[src/rtl/decoder_rr_arbiter_if.sv]
// Request/grant bundle between the round-robin arbiter and its four requesters.
// The arbiter owns the master side; requesters (or a bench) use the slave side.
interface decoder_rr_arbiter_if;
  // Handshake: req[i] is a level request and stays high for the whole transfer.
  // grant[i] is valid only while gnt_valid=1. Lowering req[sel] releases the decoder.
  logic [3:0] req;
  logic [1:0] sel;
  logic [3:0] grant;
  logic       gnt_valid;
  logic       forced;
  logic       state_dbg;

  modport master (
    input  req,
    output sel, grant, gnt_valid, forced, state_dbg
  );

  modport slave (
    output req,
    input  sel, grant, gnt_valid, forced, state_dbg
  );
endinterface

[src/rtl/decoder_rr_arbiter.sv]
// Four-requester round-robin arbiter driving the 2-to-4 decoder select pair.
// Optional owner hold limit with forced rotation: define ARB_HOLD_LIMIT_EN.
module decoder_rr_arbiter #(
  parameter int unsigned MAX_HOLD = 8
) (
  input  logic                  clk,
  input  logic                  rst_n,
  decoder_rr_arbiter_if.master  bus
);

  typedef enum logic {
    IDLE  = 1'b0,
    GRANT = 1'b1
  } state_t;

  state_t     state_q, state_d;
  logic [1:0] sel_q, sel_d;
  logic [1:0] ptr_q, ptr_d;
  logic [1:0] sel_inc;
  logic [3:0] others;

`ifdef ARB_HOLD_LIMIT_EN
  localparam int unsigned HW = $clog2(MAX_HOLD);
  localparam logic [HW-1:0] HOLD_SAT = HW'(MAX_HOLD - 1);
  logic [HW-1:0] hold_q, hold_d;
  logic          forced_q, forced_d;
`endif

  // First set bit of r, searching start, start+1, ... modulo 4.
  function automatic logic [1:0] rr_pick(input logic [3:0] r, input logic [1:0] start);
    logic [1:0] idx;
    logic [1:0] res;
    logic       found;
    res   = start;
    found = 1'b0;
    for (int i = 0; i < 4; i++) begin
      idx = start + 2'(i);
      if (!found && r[idx]) begin
        res   = idx;
        found = 1'b1;
      end
    end
    return res;
  endfunction

  assign sel_inc = sel_q + 2'd1;
  assign others  = bus.req & ~(4'b0001 << sel_q);

  always_comb begin
    state_d = state_q;
    sel_d   = sel_q;
    ptr_d   = ptr_q;
`ifdef ARB_HOLD_LIMIT_EN
    hold_d   = hold_q;
    forced_d = 1'b0;
`endif
    case (state_q)
      IDLE: begin
        if (|bus.req) begin
          sel_d   = rr_pick(bus.req, ptr_q);
          state_d = GRANT;
`ifdef ARB_HOLD_LIMIT_EN
          hold_d  = '0;
`endif
        end
      end
      GRANT: begin
        if (!bus.req[sel_q]) begin
          // Release: hand over without a bubble if anyone else is waiting.
          ptr_d = sel_inc;
          if (|others) begin
            sel_d  = rr_pick(others, sel_inc);
`ifdef ARB_HOLD_LIMIT_EN
            hold_d = '0;
`endif
          end else begin
            state_d = IDLE;
          end
        end
`ifdef ARB_HOLD_LIMIT_EN
        else if (hold_q == HOLD_SAT && |others) begin
          sel_d    = rr_pick(others, sel_inc);
          ptr_d    = sel_inc;
          hold_d   = '0;
          forced_d = 1'b1;
        end else if (hold_q != HOLD_SAT) begin
          hold_d = hold_q + HW'(1);
        end
`endif
      end
      default: state_d = IDLE;
    endcase
  end

  always_ff @(posedge clk or negedge rst_n) begin
    if (!rst_n) begin
      state_q <= IDLE;
      sel_q   <= 2'd0;
      ptr_q   <= 2'd0;
    end else begin
      state_q <= state_d;
      sel_q   <= sel_d;
      ptr_q   <= ptr_d;
    end
  end

`ifdef ARB_HOLD_LIMIT_EN
  always_ff @(posedge clk or negedge rst_n) begin
    if (!rst_n) begin
      hold_q   <= '0;
      forced_q <= 1'b0;
    end else begin
      hold_q   <= hold_d;
      forced_q <= forced_d;
    end
  end
  assign bus.forced = forced_q;
`else
  assign bus.forced = 1'b0;
`endif

  // grant is a single AND level off registered state; no path from req.
  assign bus.sel       = sel_q;
  assign bus.gnt_valid = (state_q == GRANT);
  assign bus.grant     = {4{state_q == GRANT}} & (4'b0001 << sel_q);
  assign bus.state_dbg = state_q;

endmodule
[src/flat_wrapper.sv]
// flat-port wrapper written by rule: the top's interface ports become plain ports
module decoder_rr_arbiter_flat 
#(
  parameter int unsigned MAX_HOLD = 8
)
  (clk, rst_n, bus_req, bus_sel, bus_grant, bus_gnt_valid, bus_forced, bus_state_dbg);
  decoder_rr_arbiter_if bus_i ();
  input  logic clk;
  input  logic rst_n;
  input wire logic [$bits(bus_i.req)-1:0] bus_req;
  output wire logic [$bits(bus_i.sel)-1:0] bus_sel;
  output wire logic [$bits(bus_i.grant)-1:0] bus_grant;
  output wire logic [$bits(bus_i.gnt_valid)-1:0] bus_gnt_valid;
  output wire logic [$bits(bus_i.forced)-1:0] bus_forced;
  output wire logic [$bits(bus_i.state_dbg)-1:0] bus_state_dbg;
  assign bus_i.req = bus_req;
  assign bus_sel = bus_i.sel;
  assign bus_grant = bus_i.grant;
  assign bus_gnt_valid = bus_i.gnt_valid;
  assign bus_forced = bus_i.forced;
  assign bus_state_dbg = bus_i.state_dbg;
  decoder_rr_arbiter #(.MAX_HOLD(MAX_HOLD)) u_core (.clk(clk), .rst_n(rst_n), .bus(bus_i));
endmodule
[config.mk]
export PLATFORM = sky130hd
export DESIGN_NAME = decoder_rr_arbiter_flat
export DESIGN_NICKNAME = d
export VERILOG_FILES = /design/src/rtl/decoder_rr_arbiter_if.sv /design/src/rtl/decoder_rr_arbiter.sv /design/src/flat_wrapper.sv
export SDC_FILE = /design/constraint.sdc
export NUM_CORES = 1
export LEC_CHECK = 0
export BUFFER_PORTS_ARGS = -buffer_cell sky130_fd_sc_hd__buf_2
export CAP_MARGIN = 0
export CORE_AREA = 2 2 39 41
export CTS_CLUSTER_DIAMETER = 50
export DETAILED_ROUTE_END_ITERATION = 10
export DIE_AREA = 0 0 41 43
export PLACE_DENSITY = 0.74
export SETUP_SLACK_MARGIN = 0.02
export SLEW_MARGIN = 5
export SYNTH_ARGS = -nofsm -noshare
export SYNTH_HDL_FRONTEND = slang
export SYNTH_SLANG_ARGS = --single-unit
[constraint.sdc]
create_clock -name clk -period 3.8 [get_ports clk]
set_input_delay 1.14 -clock clk [delete_from_list [all_inputs] [get_ports clk]]
set_output_delay 1.14 -clock clk [all_outputs]
set_load 0.02 [all_outputs]
==> results.cfg <==
[floorplan]
die_h_um = 43
dieArea_um2 = 1760
design.core.area_um2 = 1380
initial_utilization_pct = 47.7
ios = 15
die_w_um = 41
rows = 14

[final_layout]
fin_cells = 113
area_growth_pct = 12.7
fillers = 153
drive_gt1_share_pct = 19.6
layout.nets = 108
antenna_cells = 0
design_area_um2 = 744

[synthesis]
synth_edf_count = 0
netlist_area_um2 = 661
synth_seq_cells = 5
synth_cells = 85
ys_dominant_reg_cell = dfrtp_1
syn_nets = 95
ys_seq_area_share_pct = 18.9
syn_area_per_cell_um2 = 7.77
async_reset_ff_share_pct = 100
ys_warn_count = 0
synth_cell_types = 35

[clock_network]
cts_made_buffers = 3
root_buffer = clkbuf_4
cts_buffer_depth = 2
clkSlewWorstSetupHoldPaths_ns = 0.04
hold_buffers = 0
tritoncts = yes
clkLatencyLatePin_ns = 0.24
post-cts-setup-buffers = 0
htree_levels = 1
cts_sinks = 5
cts_resized = 0

[global_route]
grt_pass1_vias = 622
grt_pass1_wl_um = 2700
track_usage_pct = 22.5
grt_overflow = 0
antenna_found_initial = 0
grt_start_max_net_pins = 17

[worst_setup_path]
cp-start-kind = flop
critPathKind = reg2out
cp-end-kind = output port
crit_buf_inv = 2
crit_arrival_ns = 1.67
crit_path_max_fanout = 16
crit_chain = inv_1 > ha_1 > and2_1 > buf_2
cp_top_family = flip-flops
slowest_delay_ns = 0.62
critPathRequiredTime_ns = 2.66
critical-path-slowest-cell = dfrtp_1

[timing]
setup_viol = 0
period_needed_ns = 2.81
rsz0062_at_grt = no
finClkSkew_ns = 0.000112
fin_ws_ns = 0.991
max_freq_mhz = 356
fin_crit_sh_pct = 73.9
drv_slew = 0
setup_tns_ns = 0
hold_violations = 0

[worst_hold_path]
hold_path_class = reg2reg

[route]
vias_per_cell = 6.08
firstDrtPassIters = 4
routed_wl_um = 1590
wl_per_cell_um = 14.0
post-route-drc-count = 0
drt_iter0_drc = 25
antenna_left = 0
num_vias = 687

[placed_design]
dpl_cell_area_um2 = 718
dp_slack_ns = 1.14
placed_cells = 109
port-buffer-count = 13
place_hpwl_um = 1170
gp_congestion = 0.844

[pwr]
power_density_nw_per_um2 = 863
finalPower_mw = 0.643
irDropWorstVdd_mv = 0.438
total_leakage_power_nw = 0.323

[run_status]
status = finished clean

[run]
drv_cap = 0
-- power by group --
part	internal [mW]	leakage (nW)	switching, mW
logic	0.189	0.252	0.255
clock network	0.0396	0.0150	0.0196
registers	0.0799	0.0561	0.0596
-- routing by layer --
| metal | share of wire [%] | GRT usage, % | wire length [um] |
|---|---|---|---|
| met4 | 0 | 14.0 | 0 |
| met5 | 0 | 0 | 0 |
| met1 | 43 | 29.5 | 681 |
| met3 | 6.2 | 3.14 | 98 |
| met2 | 51 | 33.1 | 807 |
-- cells in the mapped netlist (2+ instances only) --
cell,number,area (um^2)
and2_1,5,31.3
clkbuf_1,2,7.51
ha_1,4,50.1
nor2_1,6,22.5
nor3_1,2,10.0
or4_1,2,15.0
nand3_1,2,10.0
a21oi_1,7,35.0
nand2_1,3,11.3
nor2b_1,6,37.5
buf_4,2,15.0
dfrtp_1,5,125
inv_1,3,11.3
o21ai_0,7,35.0
a211oi_1,2,15.0
nand2b_1,8,50.1
-- worst paths after layout --
path                                      to               from  depth (start not counted)  slack (ns)
max in group asynchronous    u_core.ptr_q[1]              rst_n                          1        2.97
hold / removal               u_core.ptr_q[0]    u_core.ptr_q[0]                          2        0.57
setup / recovery                bus_grant[0]  u_core.bus.sel[0]                          4        0.99
min in group asynchronous  u_core.bus.sel[1]              rst_n                          1        0.71
hold reg to reg              u_core.ptr_q[0]    u_core.ptr_q[0]                          2        0.57
setup reg to reg           u_core.bus.sel[0]  u_core.bus.sel[0]                          7        1.39
-- logic make-up after synthesis --
logic type | count (synthesis) | share of synthesized area [%]
simple gates | 39 | 34.5
compound gates | 26 | 27.5
buf+inv | 8 | 5.87
flops | 5 | 18.9
fa+ha+maj | 4 | 7.58
mux | 2 | 5.11
other cells | 1 | 0.568
-- stage by stage --
stage / utilization [%] / hold WS (ns)
CTS: 53.8 / 0.563
global route: 53.8 / 0.657
detailed placement: 51.9 / 0.554
global placement: 51.9 / 0.533
finish: 53.8 / 0.570
floorplan: - / 0.493
-- registers in the layout (all words and copies together), names as in the netlist --
signal                flops
u_core.ptr_q              2
u_core.bus.gnt_valid      1
u_core.bus.sel            2
-- cell usage in the layout, fill, tap and decap left out, drive strengths merged --
cell / instances
a211o: 1
a211oi: 2
a21oi: 7
a221oi: 1
a32oi: 1
a41oi: 1
and2: 5
and4b: 1
buf: 13
clkbuf: 4
conb: 1
dfrtp: 5
ha: 4
inv: 3
mux2: 1
mux4: 1
nand2: 3
nand2b: 8
nand3: 2
nand4: 1
nor2: 6
nor2b: 6
nor3: 2
nor4bb: 1
o2111ai: 1
o211a: 1
o211ai: 1
o21ai: 7
o311ai: 1
o32a: 1
o32ai: 1
or2b: 1
or3: 1
or4: 2
-- worst reg2reg max path: stages, from the launching register on --
cell and delay (ns):
dfrtp_1 0.62, inv_1 0.22, ha_1 0.46, nor2b_1 0.18
a32oi_1 0.20, o311ai_0 0.19, or3_1 0.38, nand3_1 0.10
-- area by class of cell --
type                    count  area [um^2]  area share [%]
inverters                   3         11.3            1.51
multi-input cells          72          497            66.7
well taps                  16         20.0            2.69
clock buffers               4         26.3            3.53
flip-flops and latches      5          125            16.8
repair buffers             13         65.1            8.74
(Power assumes the default switching activity.)
